File: config.mk
export PLATFORM = sky130hd
export DESIGN_NAME = mac_slot_scheduler_flat
export DESIGN_NICKNAME = d
export VERILOG_FILES = /design/src/rtl/mac_slot_scheduler_pkg.sv /design/src/rtl/mac_slot_scheduler_if.sv /design/src/rtl/mac_slot_scheduler_lfsr_draw.sv /design/src/rtl/mac_slot_scheduler.sv /design/src/flat_wrapper.sv
export SDC_FILE = /design/constraint.sdc
export NUM_CORES = 1
export LEC_CHECK = 0
export ABC_AREA = 1
export CAP_MARGIN = 20
export CORE_ASPECT_RATIO = 1.2
export CORE_MARGIN = 5
export CORE_UTILIZATION = 50
export DETAILED_ROUTE_END_ITERATION = 10
export GPL_TIMING_DRIVEN = 0
export PLACE_DENSITY = 0.71
export SYNTH_ARGS = -nofsm -noshare
export SYNTH_HDL_FRONTEND = slang
export SYNTH_SLANG_ARGS = --single-unit
export TNS_END_PERCENT = 50
File: constraint.sdc
create_clock -name clk -period 4.6 [get_ports clk]
set_clock_uncertainty 0.05 [all_clocks]
set_input_delay 0.92 -clock clk [delete_from_list [all_inputs] [get_ports clk]]
set_output_delay 0.92 -clock clk [all_outputs]
set_load 0.02 [all_outputs]
File: src/rtl/mac_slot_scheduler_pkg.sv
// Shared definitions for the slotted-ALOHA scheduler: FSM encoding, Q window masks,
// default LFSR seed and the feedback tap positions that the tag and reader models share.
package mac_slot_scheduler_pkg;

    typedef enum logic [2:0] {
        ST_IDLE       = 3'd0,
        ST_LOAD       = 3'd1,
        ST_SLOT_START = 3'd2,
        ST_RUN        = 3'd3,
        ST_GAP        = 3'd4
    } mac_state_e;

    localparam logic [15:0] MAC_SEED_DEFAULT = 16'h4C06;

    // Feedback taps for x^16+x^14+x^13+x^11+1 in the left-shifting arrangement
    localparam int TAP_A = 10;
    localparam int TAP_B = 12;
    localparam int TAP_C = 13;
    localparam int TAP_D = 15;

    function automatic logic [2:0] qToMask(input logic [1:0] q);
        case (q)
            2'd0:    qToMask = 3'b000;
            2'd1:    qToMask = 3'b001;
            2'd2:    qToMask = 3'b011;
            default: qToMask = 3'b111;
        endcase
    endfunction

endpackage

File: src/rtl/mac_slot_scheduler_if.sv
// Configuration and status bundle between the round controller and its host.
interface mac_slot_scheduler_if #(
    parameter int unsigned LEN_W = 16
);
    logic             enable;
    logic [1:0]       mac_q;
    logic [LEN_W-1:0] slot_len;
    logic [7:0]       slots_per_round;
    logic             mod_en;
    logic             slot_strobe;
    logic             round_done;
    logic             busy;
    logic [7:0]       slot_idx;
    logic [7:0]       tx_count;

    modport master (
        output enable, mac_q, slot_len, slots_per_round,
        input  mod_en, slot_strobe, round_done, busy, slot_idx, tx_count
    );

    modport slave (
        input  enable, mac_q, slot_len, slots_per_round,
        output mod_en, slot_strobe, round_done, busy, slot_idx, tx_count
    );
endinterface

File: src/rtl/mac_slot_scheduler_lfsr_draw.sv
// Per-slot random draw: 16-bit LFSR plus the Q-windowed hit decision on the current value.
module mac_lfsr_draw
    import mac_slot_scheduler_pkg::*;
#(
    parameter logic [15:0] SEED = MAC_SEED_DEFAULT
) (
    input  logic       clk,
    input  logic       rst_n,
    input  logic       i_step,
    input  logic [1:0] i_q,
    output logic       o_hit
);

    logic [15:0] r_pn;
    logic        w_feedback;

    assign w_feedback = r_pn[TAP_A] ^ r_pn[TAP_B] ^ r_pn[TAP_C] ^ r_pn[TAP_D];

    // Decision uses the value before the step so the caller can register it in the same cycle
    assign o_hit = ~|(r_pn[2:0] & qToMask(i_q));

    always_ff @(posedge clk) begin
        if (!rst_n) begin
            r_pn <= SEED;
        end else if (i_step) begin
            r_pn <= {r_pn[14:0], w_feedback};
        end
    end

endmodule

File: src/rtl/mac_slot_scheduler.sv
// Slotted-ALOHA round controller: sequences slots and guard gaps, and gates the
// backscatter modulator with mod_en on slots chosen by the LFSR draw.
module mac_slot_scheduler
    import mac_slot_scheduler_pkg::*;
#(
    parameter logic [15:0] MAC_SEED     = MAC_SEED_DEFAULT,
    parameter int unsigned GUARD_CYCLES = 4,
    parameter int unsigned LEN_W        = 16
) (
    input  logic                clk,
    input  logic                rst_n,
    mac_slot_scheduler_if.slave bus
);

    localparam logic [LEN_W-1:0] GUARD_LOAD =
        (GUARD_CYCLES == 0) ? '0 : LEN_W'(GUARD_CYCLES - 1);

    mac_state_e       r_state, w_nextState;
    logic [LEN_W-1:0] r_cnt, w_cntNext;
    logic [LEN_W-1:0] r_len;
    logic [7:0]       r_spr, r_slotIdx, r_txCount;
    logic [1:0]       r_q;
    logic             r_hit, r_modEn, r_slotStrobe, r_roundDone, r_busy;
    logic             w_hit, w_slotDone, w_lastSlot, w_abort, w_load, w_step, w_roundDoneNext;

    mac_lfsr_draw #(.SEED(MAC_SEED)) u_draw (
        .clk    (clk),
        .rst_n  (rst_n),
        .i_step (w_step),
        .i_q    (r_q),
        .o_hit  (w_hit)
    );

    always_ff @(posedge clk) begin
        if (!rst_n) r_state <= ST_IDLE;
        else        r_state <= w_nextState;
    end

    // Slot sequencing; dropping enable anywhere outside IDLE overrides the normal path
    always_comb begin
        w_nextState = r_state;
        w_cntNext   = r_cnt;
        w_slotDone  = 1'b0;
        case (r_state)
            ST_IDLE:       if (bus.enable) w_nextState = ST_LOAD;
            ST_LOAD:       w_nextState = ST_SLOT_START;
            ST_SLOT_START: begin
                w_nextState = ST_RUN;
                w_cntNext   = r_len - 1'b1;
            end
            ST_RUN: begin
                if (r_cnt == '0) begin
                    if (GUARD_CYCLES == 0) begin
                        w_slotDone = 1'b1;
                    end else begin
                        w_nextState = ST_GAP;
                        w_cntNext   = GUARD_LOAD;
                    end
                end else begin
                    w_cntNext = r_cnt - 1'b1;
                end
            end
            ST_GAP: begin
                if (r_cnt == '0) w_slotDone = 1'b1;
                else             w_cntNext  = r_cnt - 1'b1;
            end
            default:       w_nextState = ST_IDLE;
        endcase
        w_lastSlot = (r_slotIdx == r_spr - 8'd1);
        if (w_slotDone) w_nextState = w_lastSlot ? ST_IDLE : ST_SLOT_START;
        w_abort = (r_state != ST_IDLE) && !bus.enable;
        if (w_abort) w_nextState = ST_IDLE;
        w_load          = (r_state == ST_LOAD) && !w_abort;
        w_step          = (r_state == ST_SLOT_START) && !w_abort;
        w_roundDoneNext = w_slotDone && w_lastSlot && !w_abort;
    end

    // Outputs are decoded from the next state so each flop lines up with the state it marks
    always_ff @(posedge clk) begin
        if (!rst_n) begin
            r_cnt        <= '0;
            r_len        <= '0;
            r_spr        <= '0;
            r_q          <= '0;
            r_slotIdx    <= '0;
            r_txCount    <= '0;
            r_hit        <= 1'b0;
            r_modEn      <= 1'b0;
            r_slotStrobe <= 1'b0;
            r_roundDone  <= 1'b0;
            r_busy       <= 1'b0;
        end else begin
            r_cnt        <= w_cntNext;
            r_modEn      <= (w_nextState == ST_RUN) && ((r_state == ST_SLOT_START) ? w_hit : r_hit);
            r_slotStrobe <= (w_nextState == ST_SLOT_START);
            r_roundDone  <= w_roundDoneNext;
            r_busy       <= (w_nextState != ST_IDLE);
            if (w_load) begin
                r_q       <= bus.mac_q;
                r_len     <= (bus.slot_len == '0) ? LEN_W'(1) : bus.slot_len;
                r_spr     <= (bus.slots_per_round == 8'd0) ? 8'd1 : bus.slots_per_round;
                r_slotIdx <= '0;
                r_txCount <= '0;
            end
            if (w_step) begin
                r_hit <= w_hit;
                if (w_hit && (r_txCount != 8'hFF)) r_txCount <= r_txCount + 8'd1;
            end
            if (w_slotDone && !w_lastSlot && !w_abort) r_slotIdx <= r_slotIdx + 8'd1;
        end
    end

    assign bus.mod_en      = r_modEn;
    assign bus.slot_strobe = r_slotStrobe;
    assign bus.round_done  = r_roundDone;
    assign bus.busy        = r_busy;
    assign bus.slot_idx    = r_slotIdx;
    assign bus.tx_count    = r_txCount;

endmodule

File: src/flat_wrapper.sv
// flat-port wrapper written by rule: the top's interface ports become plain ports
module mac_slot_scheduler_flat import mac_slot_scheduler_pkg::*;
#(
    parameter logic [15:0] MAC_SEED     = MAC_SEED_DEFAULT,
    parameter int unsigned GUARD_CYCLES = 4,
    parameter int unsigned LEN_W        = 16
)
  (clk, rst_n, bus_enable, bus_mac_q, bus_slot_len, bus_slots_per_round, bus_mod_en, bus_slot_strobe, bus_round_done, bus_busy, bus_slot_idx, bus_tx_count);
  mac_slot_scheduler_if #(.LEN_W(LEN_W)) bus_i ();
  input  logic clk;
  input  logic rst_n;
  input wire logic [$bits(bus_i.enable)-1:0] bus_enable;
  input wire logic [$bits(bus_i.mac_q)-1:0] bus_mac_q;
  input wire logic [$bits(bus_i.slot_len)-1:0] bus_slot_len;
  input wire logic [$bits(bus_i.slots_per_round)-1:0] bus_slots_per_round;
  output wire logic [$bits(bus_i.mod_en)-1:0] bus_mod_en;
  output wire logic [$bits(bus_i.slot_strobe)-1:0] bus_slot_strobe;
  output wire logic [$bits(bus_i.round_done)-1:0] bus_round_done;
  output wire logic [$bits(bus_i.busy)-1:0] bus_busy;
  output wire logic [$bits(bus_i.slot_idx)-1:0] bus_slot_idx;
  output wire logic [$bits(bus_i.tx_count)-1:0] bus_tx_count;
  assign bus_i.enable = bus_enable;
  assign bus_i.mac_q = bus_mac_q;
  assign bus_i.slot_len = bus_slot_len;
  assign bus_i.slots_per_round = bus_slots_per_round;
  assign bus_mod_en = bus_i.mod_en;
  assign bus_slot_strobe = bus_i.slot_strobe;
  assign bus_round_done = bus_i.round_done;
  assign bus_busy = bus_i.busy;
  assign bus_slot_idx = bus_i.slot_idx;
  assign bus_tx_count = bus_i.tx_count;
  mac_slot_scheduler #(.MAC_SEED(MAC_SEED), .GUARD_CYCLES(GUARD_CYCLES), .LEN_W(LEN_W)) u_core (.clk(clk), .rst_n(rst_n), .bus(bus_i));
endmodule
=== Word-level counts from Yosys, hierarchy flattened ===
Cells that the tools add are included.
Widths: inputs -> output; s select.

* Reductions and logical operators: 24
* Bitwise gates (word level): 4
* Add/subtract/negate cells: 5
* Multiplexer cells: 20
* Equal/unequal tests: 11

{| class="wikitable"
|+ Operators with widths
! operator !! count
|-
| $mux 16 || 3
|-
| $mux 8 || 6
|-
| $pmux 16 s3 || 1
|-
| $logic_not 16->1 || 2
|-
| $sub 16x1->16 const B || 2
|-
| $add 8x1->8 const B || 2
|-
| $pmux 3 s5 || 1
|-
| $eq 3x2->1 const B || 4
|-
| $mux 3 || 4
|-
| $logic_and 1x1->1 || 9
|-
| $pmux 3 s3 || 1
|-
| $reduce_bool 3->1 || 3
|-
| $eq 8x8->1 || 1
|-
| $logic_not 8->1 || 1
|-
| $ne 8x8->1 const B || 1
|-
| $sub 8x1->8 const B || 1
|-
| $logic_not 1->1 || 4
|-
| $and 3x3->3 || 1
|-
| $eq 3x1->1 const B || 1
|-
| $eq 3x3->1 const B || 1
|-
| $logic_not 3->1 || 1
|-
| $mux 1 || 3
|-
| $reduce_or 3->1 || 1
|-
| $xor 1x1->1 || 3
|-
| 7 further kinds || 7
|}

* Bits in registers: 82
* Bits of input ports: 29
* Output and inout port bits: 20

=== Depth between registers and ports, before layout ===
* Depth after elaboration: 8
* Gate-level depth with buffers: 14
* Depth with buffers taken out: 14

=== Modules after synthesis ===
Synthesis repeated with hierarchy kept, for this count alone.

* Cells, all modules: 652
* Area total of the unflattened synthesis: 4444.3 sq um

{| class="wikitable"
|+ Modules (own cells, without submodules)
! module !! area each (sq um) !! times used !! cells an instance
|-
| mac_slot_scheduler || 3808.7 || 1 || 566
|-
| mac_lfsr_draw || 635.6 || 1 || 86
|}

=== Worst setup path before layout ===
No wires, ideal clock.

* Kind: input to register
* From: in rst_n
* To: reg u_core.r_len[0]
* Setup time: 0.095 ns
* Data required time: 4.455 ns
* Cell stages on the path: 4
* Arrival time: 1.809 ns
* Slack: 2.645 ns
* Cell sequence: clkbuf_1 > clkinv_1 > clkbuf_1 > a221oi_1

{| class="wikitable"
|+ RTL lines
! what !! RTL line !! RTL
|-
| from (decl) || flat_wrapper.sv:11 || <nowiki>input logic rst_n;</nowiki>
|-
| to (signal assigned) || mac_slot_scheduler.sv:100 || <nowiki>r_len <= (bus.slot_len == '0) ? LEN_W'(1) : bus.slot_len;</nowiki>
|-
| to (decl) || mac_slot_scheduler.sv:20 || <nowiki>logic [LEN_W-1:0] r_len;</nowiki>
|}

No word-level cell between the ends.

=== Worst setup path in the final report ===
* From: in bus_enable
* To: reg u_core.r_slotIdx[0] (netlist: u_core.bus.slot_idx[0])

* Word-level cells in the longest chain between the ends: 5
* Elaborated cells on any way between the ends: 7

{| class="wikitable"
|+ RTL lines
! what !! RTL line !! RTL
|-
| from (decl) || flat_wrapper.sv:12 || <nowiki>input wire logic [$bits(bus_i.enable)-1:0] bus_enable;</nowiki>
|-
| $logic_not 1->1 (*) || mac_slot_scheduler.sv:71 || <nowiki>w_abort = (r_state != ST_IDLE) && !bus.enable;</nowiki>
|-
| $logic_and 1x1->1 (*) || mac_slot_scheduler.sv:71 ||
|-
| $logic_not 1->1 (*) || mac_slot_scheduler.sv:73, mac_slot_scheduler.sv:109 ||
|-
| $logic_and 1x1->1 (on tied branches) || mac_slot_scheduler.sv:109, mac_slot_scheduler.sv:73 ||
|-
| $mux 8 or $reduce_bool 2->1 (tied branches) || -- ||
|-
| to (signal assigned) || mac_slot_scheduler.sv:109 || <nowiki>if (w_slotDone && !w_lastSlot && !w_abort) r_slotIdx <= r_slotIdx + 8'd1;</nowiki>
|-
| to (decl) || mac_slot_scheduler.sv:21 || <nowiki>logic [7:0] r_spr, r_slotIdx, r_txCount;</nowiki>
|}

Every way passes the cells marked *; elsewhere a longest branch is shown, timed or not.
A chain may end at the register's enable or synchronous reset.

==> out/qor.json <==
{
  "run_status": {
    "status": "finished clean"
  },
  "yosys": {
    "synthesis.yosys.warnings": 0,
    "ys_ff_latch": 82,
    "synth-seq-area-share_pct": 37.0,
    "yosys.area_share.xor_xnor_pct": 5.45,
    "syn-num-nets": 680,
    "synthesis.area_sq_um": 4430,
    "synth-compound-area-share_pct": 15.5,
    "synth_cells": 646,
    "synth-edff-count": 0,
    "synth_area_per_cell_sq_um": 6.86,
    "asyncSetResetFlopFracSynth_pct": 0,
    "dominantRegCellSynth": "sky130_fd_sc_hd__dfxtp_1",
    "synth_mux_area_share_pct": 0.226,
    "simple_gate_area_share_of_the_yosys_netlist_pct": 31.5,
    "ys_types": 40,
    "largest_family_of_logic_cells_by_synthesized_area": "simple AND/OR/NAND/NOR gates",
    "area_share_of_fa_ha_maj_cells_after_synthesis_pct": 1.41
  },
  "sta": {
    "rsz0062_at_grt": "false",
    "max_clock_freq_ghz": 0.397,
    "report.final.setup_viol": 0,
    "worst_pin_slew_ns": 0.657,
    "slew_headroom_pct": 56.2,
    "part_of_the_cycle_the_worst_path_needs_pct": 54.7,
    "tns_ns": 0,
    "pins_over_their_slew_limit": 0,
    "hold_viol": 0,
    "final_period_minus_worst_setup_slack_ns": 2.52
  },
  "critical_path": {
    "regToRegSetupSlack_ns": 2.40,
    "worstSetupStartpointType": "input port",
    "crit_path_max_fanout": 10,
    "r2r_cells": 11,
    "crit_path_max_incr_delay_ns": 0.53,
    "timing.critical_path.max_delay_family": "buffers and inverters",
    "worst_path_max_delay_cell": "sky130_fd_sc_hd__clkdlybuf4s50_1",
    "critical_path.reg2reg.endpoint": "u_core.bus.slot_idx[0]",
    "worstPathCellList": "clkdlybuf4s50_1, inv_1, nor2_2, inv_1, clkbuf_1, a21oi_1, nor2_1",
    "setup.worst_path.start": "bus_enable",
    "criticalPathCategory": "in2reg",
    "number_of_logic_stages_on_the_critical_path_including_buffering": 7,
    "crit-reg2reg-launch": "u_core.r_cnt[0]",
    "cp_common_cell": "sky130_fd_sc_hd__inv_1",
    "endpoint_kind": "register",
    "crit_path_capture": "u_core.bus.slot_idx[0]",
    "worstPathRequired_ns": 4.80,
    "cp.buffers_inverters": 4,
    "timing.critical_path.arrival_ns": 2.72
  },
  "layout": {
    "final-instance-count-excl-fill": 826,
    "drive_above_1_share_pct": 6.63,
    "ff_latch_area_sq_um": 1640,
    "final_net_count": 738,
    "multiInputGateArea_sq_um": 2400,
    "layout_commonest_cell": "sky130_fd_sc_hd__nor2_1",
    "n_fill_cell": 819,
    "layout_common_cells": "120 x sky130_fd_sc_hd__nor2_1, 92 x sky130_fd_sc_hd__nand2_1, 82 x sky130_fd_sc_hd__dfxtp_1, 73 x sky130_fd_sc_hd__inv_1, 50 x sky130_fd_sc_hd__o21ai_0",
    "layout-area-overhead-vs-synth_pct": 19.4,
    "insertedDiodeCount": 0
  },
  "route": {
    "post-route-drc-count": 0,
    "final_antenna_net_count": 0,
    "total_iterations_of_the_first_detailed_routing_run": 5,
    "post_drt_via_cell_ratio": 5.35,
    "via_count": 4418,
    "dr_iter_0_viols": 303,
    "wirelength_mm": 11.9,
    "routed_length_per_instance_um": 14.4
  },
  "placed_design": {
    "dp_hpwl_mm": 9.00,
    "placed_cells": 810,
    "gp_congestion": 0.949,
    "port-buffer-count": 47
  },
  "global_route": {
    "grtUsageTotal_pct": 22.8,
    "grt_pass1_wl_mm": 19.8,
    "gr-total-overflow": 0,
    "largest_net_degree_at_the_start_of_global_routing": 14,
    "first_global_vias": 4340,
    "grt_antenna_before_repair": 0
  },
  "floorplanning": {
    "die-area_sq_um": 10900,
    "initial_utilization_pct": 51.5,
    "coreArea_sq_um": 8610,
    "die_y_um": 113,
    "design.portCount": 49,
    "floorplan.die.width_um": 96.0,
    "num_rows": 37
  },
  "clocking": {
    "tritoncts.num_buffers": 9,
    "cts-resized-gates": 0,
    "cts.htree.levels": 3,
    "total_of_hold_buffers_inserted_after_clock_tree_synthesis": 0,
    "clk_pin_slew_ns": 0.08,
    "cts.repair_timing.setup_buffer_count": 0,
    "tritoncts_clock_tree": "built",
    "clk_root_buffer_cell": "sky130_fd_sc_hd__clkbuf_8",
    "numClockSinks": 82,
    "clock_tree.buffer_depth": 2,
    "worstSkewPairLatency_ns": 0.36
  },
  "pwr": {
    "design_power_total_mw": 2.77,
    "peakVddDrop_v": 0.000214,
    "internal_power_mw": 1.65,
    "seq_power_share_pct": 33.1,
    "powerDensity_nw_per_um2": 523,
    "switch_pwr_mw": 1.12,
    "sw_frac_of_total_pct": 40.3,
    "power_leakage_nw": 2.28,
    "comb_power_share_pct": 43.9,
    "clk_pwr_share_pct": 23.0
  },
  "hold_path": {
    "hp-class": "reg2reg"
  },
  "run": {
    "cap_violations": 0
  }
}
## worst min-delay path: stages, from the launching register on
cell,delay [ns]
sky130_fd_sc_hd__dfxtp_1,0.34
sky130_fd_sc_hd__nand2_1,0.05
sky130_fd_sc_hd__nand3_1,0.06
## cells in the mapped netlist, types with 2 or more instances
library cell	instances	share of area (%)
sky130_fd_sc_hd__inv_1	73	6.2
sky130_fd_sc_hd__xor2_1	20	4.0
sky130_fd_sc_hd__o211ai_1	3	0.51
sky130_fd_sc_hd__o21ai_0	50	5.6
sky130_fd_sc_hd__inv_2	4	0.34
sky130_fd_sc_hd__and3_1	2	0.28
sky130_fd_sc_hd__or2_2	3	0.42
sky130_fd_sc_hd__nand2_4	2	0.51
sky130_fd_sc_hd__nor3_2	2	0.45
sky130_fd_sc_hd__clkbuf_1	12	1.0
sky130_fd_sc_hd__a211oi_1	16	2.7
sky130_fd_sc_hd__a21oi_1	43	4.9
sky130_fd_sc_hd__nand3_1	43	4.9
sky130_fd_sc_hd__dfxtp_1	82	37
sky130_fd_sc_hd__nor3_1	7	0.79
sky130_fd_sc_hd__nand2_2	5	0.71
sky130_fd_sc_hd__nor2_2	5	0.71
sky130_fd_sc_hd__nand4_1	15	2.1
sky130_fd_sc_hd__a31oi_1	3	0.42
sky130_fd_sc_hd__buf_2	2	0.23
sky130_fd_sc_hd__nor2_1	120	10
sky130_fd_sc_hd__o21ai_1	7	0.79
sky130_fd_sc_hd__buf_6	2	0.51
sky130_fd_sc_hd__xnor2_1	5	0.99
sky130_fd_sc_hd__nand3_2	3	0.68
sky130_fd_sc_hd__nand2_1	92	7.8
sky130_fd_sc_hd__ha_1	5	1.4
sky130_fd_sc_hd__nor4_1	7	0.99
sky130_fd_sc_hd__nor3_4	2	0.73
## kinds of logic (layout without fill, tap and decap cells)
family                   Yosys count  in the layout
AND/OR/NAND/NOR                  310            310
AO/OA/AOI/OAI                    125            125
buffers and inverters             97            160
flip-flops                        82             82
XOR/XNOR                          26             26
adder cells (fa/ha/maj)            5              5
multiplexers                       1              1
## routing by layer
layer,GRT usage [%],vias up,part of all wire [%]
met5,0,-,0
met4,8.44,0,1.6
met3,4.79,18,5.4
met2,39.5,119,49
met1,27.4,2040,44
li1,-,2241,-
## cell type report
cell class                 count  share of cell area [%]
timing repair buffer          47                    8.88
clock inverter                 4                    1.87
multi-input combinational    467                    45.3
buffer                        18                    1.80
inverter                      79                    5.65
sequential                    82                    31.0
tap                          117                    2.76
clock buffer                  12                    2.74
## sequential cells by signal, summed over array words and instances, names as in the netlist
signal                  flops
u_core.bus.slot_idx         8
u_core.r_q                  2
u_core.bus.busy             1
u_core.r_cnt               16
u_core.bus.tx_count         8
u_core.bus.slot_strobe      1
u_core.bus.round_done       1
u_core.r_spr                8
u_core.r_state              3
u_core.r_len               16
u_core.r_hit                1
u_core.u_draw.r_pn         16
u_core.bus.mod_en           1
## power groups by stage
stage | clock network (mW) | logic [mW] | registers (mW)
floorplan | 0 | 0.928 | 0.917
global placement | 0 | 1.17 | 0.928
detailed placement | 0 | 1.19 | 0.932
CTS | 0.649 | 1.20 | 0.916
global route | 0.682 | 1.37 | 0.933
finish | 0.636 | 1.22 | 0.918
## worst min-delay path by stage
stage / start / to / slack [ns] / cells after the start
detailed placement: u_core.u_draw.r_pn[9] / u_core.u_draw.r_pn[10] / 0.41 / 2
global placement: u_core.u_draw.r_pn[9] / u_core.u_draw.r_pn[10] / 0.40 / 2
CTS: u_core.u_draw.r_pn[9] / u_core.u_draw.r_pn[10] / 0.43 / 2
floorplan: u_core.u_draw.r_pn[9] / u_core.u_draw.r_pn[10] / 0.38 / 2
finish: u_core.u_draw.r_pn[9] / u_core.u_draw.r_pn[10] / 0.43 / 2
global route: u_core.u_draw.r_pn[14] / u_core.u_draw.r_pn[14] / 0.47 / 2
## metrics by stage
stage	utilization [%]	instance area, sq um	setup WS (ns)	hold WS, ns
after detailed placement	58.7	5050	1.74	0.407
after CTS	61.5	5300	2.10	0.426
after global routing	61.5	5300	1.95	0.470
after floorplan	-	4430	2.65	0.380
after global placement	58.7	5050	1.75	0.395
final	61.5	5300	2.08	0.428
Note: power is estimated with default switching activity, not from simulation.
